File: src/rtl/bus_read_arbiter_pkg.sv
// Shared types for the bus read arbiter: FSM state encoding and the
// owner encoding used on grant_owner.
package bus_read_arbiter_pkg;

  typedef enum logic [1:0] {
    ST_IDLE = 2'd0,
    ST_BUSY = 2'd1,
    ST_DONE = 2'd2
  } state_e;

  localparam logic OWNER_DATA  = 1'b0;
  localparam logic OWNER_FETCH = 1'b1;

endpackage

File: src/rtl/bus_read_priority.sv
// Winner select between data and fetch requesters: data has fixed priority,
// but fetch is forced through after FETCH_STARVE_LIMIT consecutive data wins.
module bus_read_priority
  import bus_read_arbiter_pkg::*;
#(
  parameter int FETCH_STARVE_LIMIT = 4
) (
  input  logic clock,
  input  logic reset,
  input  logic data_valid,
  input  logic fetch_valid,
  input  logic fetch_flush,
  input  logic sample,
  output logic grant,
  output logic owner
);

  localparam int SW = $clog2(FETCH_STARVE_LIMIT + 1);
  localparam logic [SW-1:0] STREAK_LIMIT = SW'(FETCH_STARVE_LIMIT);

  logic [SW-1:0] streak_q, streak_d;
  logic          fetch_req;
  logic          starved;

  // NOTE: every combinational output gets a default first, so no path leaves it unassigned and no latch is inferred.
  always_comb begin
    fetch_req = fetch_valid & ~fetch_flush;
    starved   = (streak_q == STREAK_LIMIT);
    grant     = data_valid | fetch_req;
    owner     = (fetch_req && (!data_valid || starved)) ? OWNER_FETCH : OWNER_DATA;
    streak_d  = streak_q;
    // The streak only moves when a grant is actually taken from IDLE.
    if (sample && grant) begin
      if (owner == OWNER_FETCH || !fetch_req) begin
        streak_d = '0;
      end else if (!starved) begin
        streak_d = streak_q + 1'b1;
      end
    end
  end

  // NOTE: sequential state is written with non-blocking assignments so every flop samples pre-edge values.
  always_ff @(posedge clock) begin
    if (!reset) begin
      streak_q <= '0;
    end else begin
      streak_q <= streak_d;
    end
  end

endmodule

File: src/rtl/bus_read_arbiter.sv
// Shares one bus read port between the data-read and instruction-fetch
// requesters, one outstanding read at a time, with timeout and fetch squash.
module bus_read_arbiter
  import bus_read_arbiter_pkg::*;
#(
  parameter int FETCH_STARVE_LIMIT = 4,
  parameter int TIMEOUT_CYCLES     = 255
) (
  input  logic        clock,
  input  logic        reset,
  input  logic        data_read_valid,
  input  logic [31:0] data_read_address,
  output logic        data_read_ready,
  output logic        data_read_error,
  output logic [31:0] data_read_data,
  input  logic        fetch_read_valid,
  input  logic [31:0] fetch_read_address,
  input  logic        fetch_flush,
  output logic        fetch_read_ready,
  output logic        fetch_read_error,
  output logic [31:0] fetch_read_data,
  output logic        bus_read_valid,
  output logic [31:0] bus_read_address,
  input  logic        bus_read_ready,
  input  logic [31:0] bus_read_data,
  output logic        busy,
  output logic        grant_owner
);

  localparam int TW = $clog2(TIMEOUT_CYCLES);
  localparam logic [TW-1:0] TIMEOUT_LAST = TW'(TIMEOUT_CYCLES - 1);

  state_e      state_q, state_d;
  logic [TW-1:0] tmo_q, tmo_d;
  logic        squash_q, squash_d;
  logic        owner_q, owner_d;
  logic [31:0] addr_q, addr_d;
  logic        valid_q, valid_d;
  logic        busy_q, busy_d;
  logic        dr_ready_q, dr_ready_d, dr_err_q, dr_err_d;
  logic [31:0] dr_data_q, dr_data_d;
  logic        fr_ready_q, fr_ready_d, fr_err_q, fr_err_d;
  logic [31:0] fr_data_q, fr_data_d;

  logic        grant, win_owner, finish, squash_now;
  logic [31:0] resp_data;
  logic        resp_err;

  bus_read_priority #(.FETCH_STARVE_LIMIT(FETCH_STARVE_LIMIT)) u_priority (
    .clock       (clock),
    .reset       (reset),
    .data_valid  (data_read_valid),
    .fetch_valid (fetch_read_valid),
    .fetch_flush (fetch_flush),
    .sample      (state_q == ST_IDLE),
    .grant       (grant),
    .owner       (win_owner)
  );

  // Bus ready takes precedence over an expiring timeout in the same cycle.
  assign finish     = (state_q == ST_BUSY) && (bus_read_ready || tmo_q == TIMEOUT_LAST);
  assign squash_now = squash_q | (fetch_flush & (owner_q == OWNER_FETCH));
  assign resp_data  = bus_read_ready ? bus_read_data : 32'h0;
  assign resp_err   = ~bus_read_ready;

  always_ff @(posedge clock) begin
    if (!reset) begin
      state_q    <= ST_IDLE;
      tmo_q      <= '0;
      squash_q   <= 1'b0;
      owner_q    <= OWNER_DATA;
      addr_q     <= '0;
      valid_q    <= 1'b0;
      busy_q     <= 1'b0;
      dr_ready_q <= 1'b0;
      dr_err_q   <= 1'b0;
      dr_data_q  <= '0;
      fr_ready_q <= 1'b0;
      fr_err_q   <= 1'b0;
      fr_data_q  <= '0;
    end else begin
      state_q    <= state_d;
      tmo_q      <= tmo_d;
      squash_q   <= squash_d;
      owner_q    <= owner_d;
      addr_q     <= addr_d;
      valid_q    <= valid_d;
      busy_q     <= busy_d;
      dr_ready_q <= dr_ready_d;
      dr_err_q   <= dr_err_d;
      dr_data_q  <= dr_data_d;
      fr_ready_q <= fr_ready_d;
      fr_err_q   <= fr_err_d;
      fr_data_q  <= fr_data_d;
    end
  end

  always_comb begin
    state_d = state_q;
    unique case (state_q)
      ST_IDLE: if (grant) state_d = ST_BUSY;
      ST_BUSY: if (finish) state_d = ST_DONE;
      ST_DONE: state_d = ST_IDLE;
      default: state_d = ST_IDLE;
    endcase
  end

  always_comb begin
    tmo_d      = tmo_q;
    squash_d   = squash_q;
    owner_d    = owner_q;
    addr_d     = addr_q;
    valid_d    = valid_q;
    busy_d     = (state_d != ST_IDLE);
    dr_ready_d = 1'b0;
    dr_err_d   = 1'b0;
    dr_data_d  = dr_data_q;
    fr_ready_d = 1'b0;
    fr_err_d   = 1'b0;
    fr_data_d  = fr_data_q;
    unique case (state_q)
      ST_IDLE: begin
        if (grant) begin
          addr_d   = (win_owner == OWNER_FETCH) ? fetch_read_address : data_read_address;
          owner_d  = win_owner;
          valid_d  = 1'b1;
          tmo_d    = '0;
          squash_d = 1'b0;
        end
      end
      ST_BUSY: begin
        tmo_d    = tmo_q + 1'b1;
        squash_d = squash_now;
        if (finish) begin
          valid_d  = 1'b0;
          squash_d = 1'b0;
          if (owner_q == OWNER_DATA) begin
            dr_ready_d = 1'b1;
            dr_err_d   = resp_err;
            dr_data_d  = resp_data;
          end else if (!squash_now) begin
            fr_ready_d = 1'b1;
            fr_err_d   = resp_err;
            fr_data_d  = resp_data;
          end
        end
      end
      default: ;
    endcase
  end

  assign bus_read_valid   = valid_q;
  assign bus_read_address = addr_q;
  assign grant_owner      = owner_q;
  assign busy             = busy_q;
  assign data_read_ready  = dr_ready_q;
  assign data_read_error  = dr_err_q;
  assign data_read_data   = dr_data_q;
  assign fetch_read_ready = fr_ready_q;
  assign fetch_read_error = fr_err_q;
  assign fetch_read_data  = fr_data_q;

endmodule

File: config.mk
export PLATFORM = sky130hd
export DESIGN_NAME = bus_read_arbiter
export DESIGN_NICKNAME = d
export VERILOG_FILES = /design/src/rtl/bus_read_arbiter_pkg.sv /design/src/rtl/bus_read_priority.sv /design/src/rtl/bus_read_arbiter.sv
export SDC_FILE = /design/constraint.sdc
export NUM_CORES = 1
export LEC_CHECK = 0
export CAP_MARGIN = 25
export CORE_ASPECT_RATIO = 0.8
export CORE_MARGIN = 2
export CORE_UTILIZATION = 35
export CTS_CLUSTER_DIAMETER = 150
export DETAILED_ROUTE_END_ITERATION = 8
export PLACE_DENSITY_LB_ADDON = 0.08
export SLEW_MARGIN = 20
export SYNTH_ARGS = -nofsm -noshare
export SYNTH_HDL_FRONTEND = slang
export SYNTH_SLANG_ARGS = --single-unit
File: constraint.sdc
create_clock -name clock -period 1.9 [get_ports clock]
set_input_delay 0.38 -clock clock [delete_from_list [all_inputs] [get_ports clock]]
set_output_delay 0.38 -clock clock [all_outputs]
set_load 0.02 [all_outputs]
# Word level (Yosys, flattened, before mapping)

Cells that the tools add are included.

Register bits: 117
Word-level logic and storage cells: 72

Add/subtract/negate cells: 2
Equal/unequal tests: 6
Mux-type cells: 18
Bitwise logic cells: 11
Reductions and logical operators: 21

Operators with widths:

| cell                  | number |
|---|---|
| $mux W32              | 2 |
| $pmux W8 S2           | 1 |
| $reduce_and A3 Y1     | 3 |
| $add A8 B1 Y8 const B | 1 |
| $eq A8 B8 Y1 const B  | 1 |
| $mux W8               | 1 |
| $reduce_and A4 Y1     | 2 |
| $mux W1               | 7 |
| $not A1 Y1            | 7 |
| $mux W3               | 2 |
| $ne A2 B2 Y1 const B  | 3 |
| $reduce_and A2 Y1     | 3 |
| $reduce_or A5 Y1      | 1 |
| $mux W2               | 2 |
| $pmux W1 S2           | 2 |
| $pmux W2 S2           | 1 |
| $reduce_bool A2 Y1    | 2 |
| $reduce_or A4 Y1      | 1 |
| $add A3 B1 Y3 const B | 1 |
| $eq A3 B3 Y1 const B  | 1 |
| $logic_and A1 B1 Y1   | 3 |
| $logic_or A1 B1 Y1    | 3 |
| $and A1 B1 Y1         | 2 |
| $eq A2 B1 Y1 const B  | 1 |
| 3 further kinds       | 5 |

# Longest topological paths before layout

Gate-level depths: netlist of the first run.

Depth after elaboration: 7
Mapped depth: 8
Mapped depth without buffers: 6

# Hierarchy

From an unflattened synthesis of the first run, not the netlist that was laid out.

Cells, all modules: 523
Area total of the unflattened synthesis: 5099.9 µm²

Modules (own cells, without submodules):

| module            | instances | cells each | area an instance (µm²) | sequential area each (µm²) |
|---|---|---|---|---|
| bus_read_arbiter  | 1         | 498        | 4892.2                 | 2282.2 |
| bus_read_priority | 1         | 25         | 207.7                  | 60.1 |

# Worst setup path after synthesis of the first run

No wires, ideal clock.

Path kind: register -> register
Start point: register owner_q, in the netlist grant_owner
End point: register fr_data_q[11], in the netlist fetch_read_data[11]
Library setup time: 0.120 ns
Data arrival time: 1.598 ns
Setup slack: 0.183 ns
Cell stages (with the launch flop): 6
Buffers on the path: 1
Period minus slack after synthesis: 1.717 ns
Cells stage by stage: dfxtp_1 > or3b_1 > or2_1 > clkbuf_1 > o21ai_0 > a21boi_1

Longest elaborated chain between the ends: 4

RTL lines:

| what                                   | line                   | source |
|---|---|---|
| start: declaration                     | bus_read_arbiter.sv:36 | `logic owner_q, owner_d;` |
| start signal: assignment               | bus_read_arbiter.sv:85 | `owner_q <= owner_d;` |
| $and A1 B1 Y1                          | bus_read_arbiter.sv:62 | `assign squash_now = squash_q \| (fetch_flush & (owner_q == OWNER_FETCH));` |
| $or A1 B1 Y1                           | bus_read_arbiter.sv:62 |  |
| $not A1 Y1 (no source line)            | n/a                    |  |
| $reduce_and A4 Y1 (no source line) (*) | n/a                    |  |
| end signal: assignment                 | bus_read_arbiter.sv:94 | `fr_data_q <= fr_data_d;` |
| end: declaration                       | bus_read_arbiter.sv:43 | `logic [31:0] fr_data_q, fr_data_d;` |

Mark *: on every way between the ends. The rest lies on a longest branch, timed or not.
A chain may end at the register's enable or synchronous reset.

# Worst setup path after layout of the first run

Start point: register owner_q, in the netlist grant_owner
End point: output grant_owner

RTL lines:

| what             | line                   | source |
|---|---|---|
| end: declaration | bus_read_arbiter.sv:27 | `output logic grant_owner` |

No word-level cell between the ends.

==> metrics, run 1 <==
Worst Path Arrival 1.41 ns; DP Worst Slack -0.1783 ns; Switching Share 24.40%; # H-tree levels 4; #FFs+latches synth 117; P_int 0.005247 W; Yosys cell types 42; hold crit path type in2reg; via count 4,441; Cells after Synth 471; Pleak 2.707 nW; gr usage total 20.24%; Wirelength per Cell 16.28 um; cell area power density 918.0 nW/um^2; CTS root buffer clkbuf_16; Worst Hold Endpoint data_read_error$_SDFF_PP0_; CTS sink cnt 117; R2R setup slack 0.15 ns; cells on worst reg2reg path 6; CTS tree done; initial antenna violation count 0; sequential cell area fraction in the yosys report 50.64%; Syn Nets 577; Via density 5.140; Final period util 94.24%; most common cell after layout, fill and taps aside clkdlybuf4s50_1; critical path's slowest cell clkdlybuf4s50_1; Max clock buf depth 2; asr flop ratio synth 0%; Worst Tran Pin Value 0.6443 ns; Cell Chain, Critical Path clkdlybuf4s50_1; status completed; TritonRoute pass-1 iters 5; Setup crit end kind output pin; final worst setup slack 0.1094 ns; Fillers 1,116; Worst slew margin 57.04%; Yosys warning count 0; width of the die 132.5 um; ANT nets after route 0; crit-path leading delay family buffers and inverters; # diodes 0; nets@finish 782; Comb power frac 15.0%; Setup Fix Bufs, Post-CTS 0; grt total ovfl 0; Worst R2R Start tmo_q[0]$_SDFFE_PN0P_; vias in the first global route 4,458; switching power 0.001693 W; Max Slew Vio Count 0; Hold Vio Cnt, Final 0; commonest cells after routing, fill and taps aside clkdlybuf4s50_1 (202), dfxtp_1 (117), o21ai_0 (67), nand3_1 (36), a21oi_1 (34); Initial Util 35.94%; Setup Crit Path Kind reg2out; Die Span Y 106.8 um; Max VDD drop 0.5737 mV; Crit path largest cell delay 0.64 ns; Synth Area per Inst 9.821 um^2; final setup vio count 0; DP Wirelength 9.761 mm; Port Buffers 204; CP required 1.52 ns; first-pass GRT wire length 22.69 mm; fin area 7561 um^2; Startpoint Class flip-flop; critical path fanouts, max 4; Post-synth EDFFs 0; Clock Power Share 46.9%; Clk Latency, worst-skew pair 0.41 ns; hold depth 2; min-delay src bus_read_ready; drt drc 0; P&R area growth vs syn 63.46%; row cnt 37; RSZ-0062 raised after global routing no; initial detailed-routing violation count 211; register area 2342 um^2; Buf/Inv on CP 1; Final min period 1.791 ns; Synth Flop Type dfxtp_1; clock skew 0.009984 ns; Multi-input gate area 2090 um^2; Post-DP Area 6937 um^2; DIE AREA 14,160 um^2; Max-cap violations 0; layout cell share with drive strength beyond 1 9.579%; reg-to-reg endpoint data_read_data[3]$_SDFFE_PN0P_; core footprint 12,870 um^2; pin count of the biggest net entering global routing 65; Final Wtd Congestion 0.7349; CTS clk-pin slew, worst paths 0.05 ns; final wirelength 14.06 mm; FMAX 558.5 MHz; share of power burned in registers 38.1%; io pins 205; total CTS buffers 17; post-synthesis cell area 4626 um^2
sequential cells by signal, summed over array words and instances (netlist names):
signal	flops
busy	1
data_read_data	32
state_q	2
fetch_read_error	1
squash_q	1
u_priority.streak_q	3
tmo_q	8
fetch_read_data	32
data_read_ready	1
bus_read_valid	1
bus_read_address	32
data_read_error	1
grant_owner	1
fetch_read_ready	1
synthesized netlist by cell type (2+ instances only):
library cell | instances | area, um^2
nor2b_1 | 3 | 18.77
nor3_1 | 2 | 10.01
a21oi_1 | 34 | 170.2
nand3_1 | 36 | 180.2
nand2b_1 | 3 | 18.77
buf_2 | 10 | 50.05
mux2i_1 | 32 | 320.3
nand4_1 | 2 | 12.51
buf_6 | 4 | 45.04
ha_1 | 4 | 50.05
nand2_1 | 14 | 52.55
a21oi_2 | 2 | 17.52
inv_1 | 3 | 11.26
clkbuf_1 | 25 | 93.84
o21a_1 | 4 | 30.03
and2_1 | 3 | 18.77
buf_1 | 3 | 11.26
a32o_1 | 32 | 320.3
a21boi_0 | 6 | 45.04
o21ai_0 | 67 | 335.3
nor2_1 | 8 | 30.03
o211ai_1 | 3 | 22.52
a21boi_1 | 30 | 225.2
nor4_1 | 2 | 12.51
and3_1 | 6 | 37.54
dfxtp_1 | 117 | 2342
cells by family (layout without fill, tap and decap cells):
family,Yosys count,count (layout),share of synthesized area (%)
multiplexers,32,32,6.925
AND/OR/NAND/NOR,85,85,9.576
buffers and inverters,46,264,4.679
AO/OA/AOI/OAI,185,185,26.72
XOR/XNOR,2,2,0.3788
flip-flops,117,117,50.64
adder cells (fa/ha/maj),4,4,1.082
worst max-delay path by stage:
stage                     cells past startpoint                      from                          endpoint  slack, ns
final                                         1  grant_owner$_SDFFE_PN0P_                       grant_owner       0.11
after global routing                          6     tmo_q[0]$_SDFFE_PN0P_    data_read_data[3]$_SDFFE_PN0P_       0.04
after CTS                                     7     tmo_q[0]$_SDFFE_PN0P_   fetch_read_data[0]$_SDFFE_PN0P_       0.03
after detailed placement                      7               fetch_flush   fetch_read_data[0]$_SDFFE_PN0P_      -0.18
after global placement                        7               fetch_flush  fetch_read_data[31]$_SDFFE_PN0P_      -0.12
after floorplan                               5  grant_owner$_SDFFE_PN0P_  fetch_read_data[11]$_SDFFE_PN0P_       0.18
through the flow:
| stage | TNS [ns] | utilization (%) | hold slack (ns) | total power, W | instances |
|---|---|---|---|---|---|
| 2_1_floorplan | 0 | - | 0.4530 | 0.003151 | 471 |
| 3_3_place_gp | -3.465 | 53.90 | 0.4455 | 0.003721 | 832 |
| 3_5_place_dp | -4.659 | 53.90 | 0.4548 | 0.003734 | 832 |
| 4_1_cts | 0 | 58.63 | 0.2113 | 0.007018 | 864 |
| 5_1_grt | 0 | 58.75 | 0.2376 | 0.007223 | 864 |
| 6_report | 0 | 58.75 | 0.2541 | 0.006941 | 864 |
cell type report:
cell class              count  area share [%]
repair buffers            229           30.28
multi-input cells         308           27.64
inverters                   3          0.1489
well taps                 175           2.896
flip-flops and latches    117           30.98
clock inverters            12           2.019
clock buffers              20           6.040
routing by layer:
metal	global-route usage [%]	wire length [um]	vias up
li1	-	-	2157
met3	7.754	1039	9
met1	24.87	6265	2123
met2	32.75	6632	152
met4	6.682	125	0
met5	0	0	-
power by group through the flow:
stage               sequential, W  combinational, W  clock [W]
detailed placement        0.00269           0.00104          0
floorplan                 0.00283          0.000324          0
global route              0.00266           0.00112    0.00345
CTS                       0.00265           0.00105    0.00333
finish                    0.00264           0.00104    0.00326
global placement          0.00269           0.00103          0
what timing repair did:
action,CTS,global route
hold buffers,0,0
resized for setup,0,3
setup endpoints to repair,0,32
(Power assumes the default switching activity.)
==> run 2, diff against run 1 <==
Settings changed: SETUP_SLACK_MARGIN from default to 0.3, SKIP_CTS_REPAIR_TIMING from default to 1.
==> run 2 against run 1 <==
Clock power grew 3%. Utilization up 6.7 points. Sequential share of layout area shrank 3.0 points. Clock skew decreased by 0.0033 ns. Power increased by 3.3%. Clock-buffer cell count up 1. Die area unchanged. Sequential power is essentially flat. Critical path depth is 5 higher.
==> metrics, run 2 (synthesis results as in run 1) <==
Fillers 1,042 (was 1,116); io pins 205 (unchanged); Post-DP Area 6925 um^2 (was 6937 um^2); via count 4,657 (was 4,441); CTS sink cnt 117 (unchanged); Via density 5.268 (was 5.140); Final period util 91.05% (was 94.24%); final setup vio count 0 (unchanged); Max-cap violations 0 (unchanged); first-pass GRT wire length 22.62 mm (was 22.69 mm); Comb power frac 16.1% (was 15.0%); hold crit path type in2reg (unchanged); initial antenna violation count 0 (unchanged); Clock Power Share 47.0% (was 46.9%); Crit path largest cell delay 0.54 ns (was 0.64 ns); switching power 0.001788 W (was 0.001693 W); Cell Chain, Critical Path inv_4 -> ha_4 -> and3_4 -> a21oi_4 -> o31a_2 -> a32o_1 (was clkdlybuf4s50_1); clock skew 0.006714 ns (was 0.009984 ns); RSZ-0062 raised after global routing yes (was no); initial detailed-routing violation count 245 (was 211); most common cell after layout, fill and taps aside dfxtp_1 (was clkdlybuf4s50_1); # diodes 0 (unchanged); share of power burned in registers 36.9% (was 38.1%); Switching Share 24.95% (was 24.40%); Die Span Y 106.8 um (unchanged); fin util 65.43% (was 58.75%); Port Buffers 204 (unchanged); CTS root buffer clkbuf_16 (unchanged); P_int 0.005380 W (was 0.005247 W); Setup Crit Path Kind reg2reg (was reg2out); layout cell share with drive strength beyond 1 18.19% (was 9.579%); Startpoint Class flip-flop (unchanged); critical path's slowest cell o31a_2 (was clkdlybuf4s50_1); grt total ovfl 0 (unchanged); dpl cells 828 (was 832); Setup crit end kind flip-flop (was output pin); row cnt 37 (unchanged); core footprint 12,870 um^2 (unchanged); DIE AREA 14,160 um^2 (unchanged); TritonRoute pass-1 iters 4 (was 5); FMAX 578.1 MHz (was 558.5 MHz); status completed (unchanged); drt drc 0 (unchanged); width of the die 132.5 um (unchanged); DP Wirelength 9.957 mm (was 9.761 mm); pin count of the biggest net entering global routing 65 (unchanged); Pleak 4.666 nW (was 2.707 nW); Hold Vio Cnt, Final 0 (unchanged); P&R area growth vs syn 82.04% (was 63.46%); Worst slew margin 48.22% (was 57.04%); Worst Tran Pin Value 0.7766 ns (was 0.6443 ns); Max Slew Vio Count 0 (unchanged); CP required 2.19 ns (was 1.52 ns); total CTS buffers 17 (unchanged); commonest cells after routing, fill and taps aside dfxtp_1 (109), dlymetal6s2s_1 (104), clkdlybuf4s50_1 (98), o21ai_0 (63), a21oi_1 (33) (was clkdlybuf4s50_1 (202), dfxtp_1 (117), o21ai_0 (67), nand3_1 (36), a21oi_1 (34)); # H-tree levels 4 (unchanged); ANT nets after route 0 (unchanged); Wirelength per Cell 18.77 um (was 16.28 um); critical path fanouts, max 16 (was 4); fin area 8421 um^2 (was 7561 um^2); Worst Path Arrival 2.02 ns (was 1.41 ns); CTS tree done (unchanged); final non-filler cell total 884 (was 864); gr usage total 20.00% (was 20.24%); Clk Latency, worst-skew pair 0.41 ns (about the same); vias in the first global route 4,303 (was 4,458); cell area power density 851.3 nW/um^2 (was 918.0 nW/um^2); Max clock buf depth 2 (unchanged); final wirelength 16.60 mm (was 14.06 mm); Final min period 1.730 ns (was 1.791 ns); Initial Util 35.94% (unchanged); Pwr Total 0.007168 W (was 0.006941 W); Final Wtd Congestion 0.7394 (was 0.7349); nets@finish 802 (was 782); CTS clk-pin slew, worst paths 0.05 ns (about the same); Max VDD drop 0.8308 mV (was 0.5737 mV)
==> run 2: cell types whose count changed in the layout (fill, tap and decap cells not counted), sizes merged <==
cell	previous run	this run
inv	4	3
clkbuf	20	28
o31a	1	3
clkdlybuf4s50	202	98
buf	27	38
dlymetal6s2s	0	104
==> run 2: metrics by stage <==
stage / setup TNS (ns) / hold WS [ns] / setup WS (ns)
2_1_floorplan: 0 / 0.4530 / 0.2938
5_1_grt: 0 / 0.2685 / 0.1104
6_report: 0 / 0.2556 / 0.1701
3_5_place_dp: -5.050 / 0.4537 / -0.1629
4_1_cts: 0 / 0.2520 / 0.06714
3_3_place_gp: -3.379 / 0.4451 / -0.1432
==> run 2: final timing paths <==
kind | end | cells past startpoint | startpoint | slack, ns
setup / recovery | data_read_data[19]$_SDFFE_PN0P_ | 6 | tmo_q[0]$_SDFFE_PN0P_ | 0.17
hold / removal | fetch_read_error$_SDFF_PP0_ | 2 | bus_read_ready | 0.26
setup reg to reg | data_read_data[19]$_SDFFE_PN0P_ | 6 | tmo_q[0]$_SDFFE_PN0P_ | 0.17
hold reg to reg | data_read_data[7]$_SDFFE_PN0P_ | 1 | data_read_data[7]$_SDFFE_PN0P_ | 0.46
==> run 2: area by class of cell <==
type | count | area (um^2) | area share [%]
repair buffers | 247 | 2880 | 34.21
flip-flops and latches | 117 | 2360 | 28.02
multi-input cells | 310 | 2318 | 27.53
clock buffers | 21 | 481.7 | 5.721
well taps | 175 | 219.0 | 2.600
clock inverters | 11 | 147.6 | 1.753
inverters | 3 | 13.76 | 0.1634
==> run 2: critical path: cells and delay by family (launching register included) <==
| kind | cells | cell delay (ns) |
|---|---|---|
| AOI/OAI and AO/OA | 3 | 0.91 |
| DFF | 1 | 0.35 |
| and+or+nand+nor | 1 | 0.18 |
| adders and majority gates | 1 | 0.11 |
| buffers and inverters | 1 | 0.06 |
==> run 2: power by group through the flow <==
stage	registers, W	clock network [W]	logic (W)
floorplan	0.00283	0	0.000325
global placement	0.00269	0	0.00103
detailed placement	0.00269	0	0.00104
CTS	0.00265	0.00341	0.00105
global route	0.00265	0.00353	0.00123
finish	0.00264	0.00337	0.00116
==> run 2: per-layer routing <==
layer / wire (um) / up-vias / track usage (%)
met3: 962 / 18 / 6.478
met4: 122 / 0 / 4.147
met1: 7279 / 2266 / 25.30
met2: 8232 / 165 / 33.57
li1: - / 2208 / -
met5: 0 / - / 0
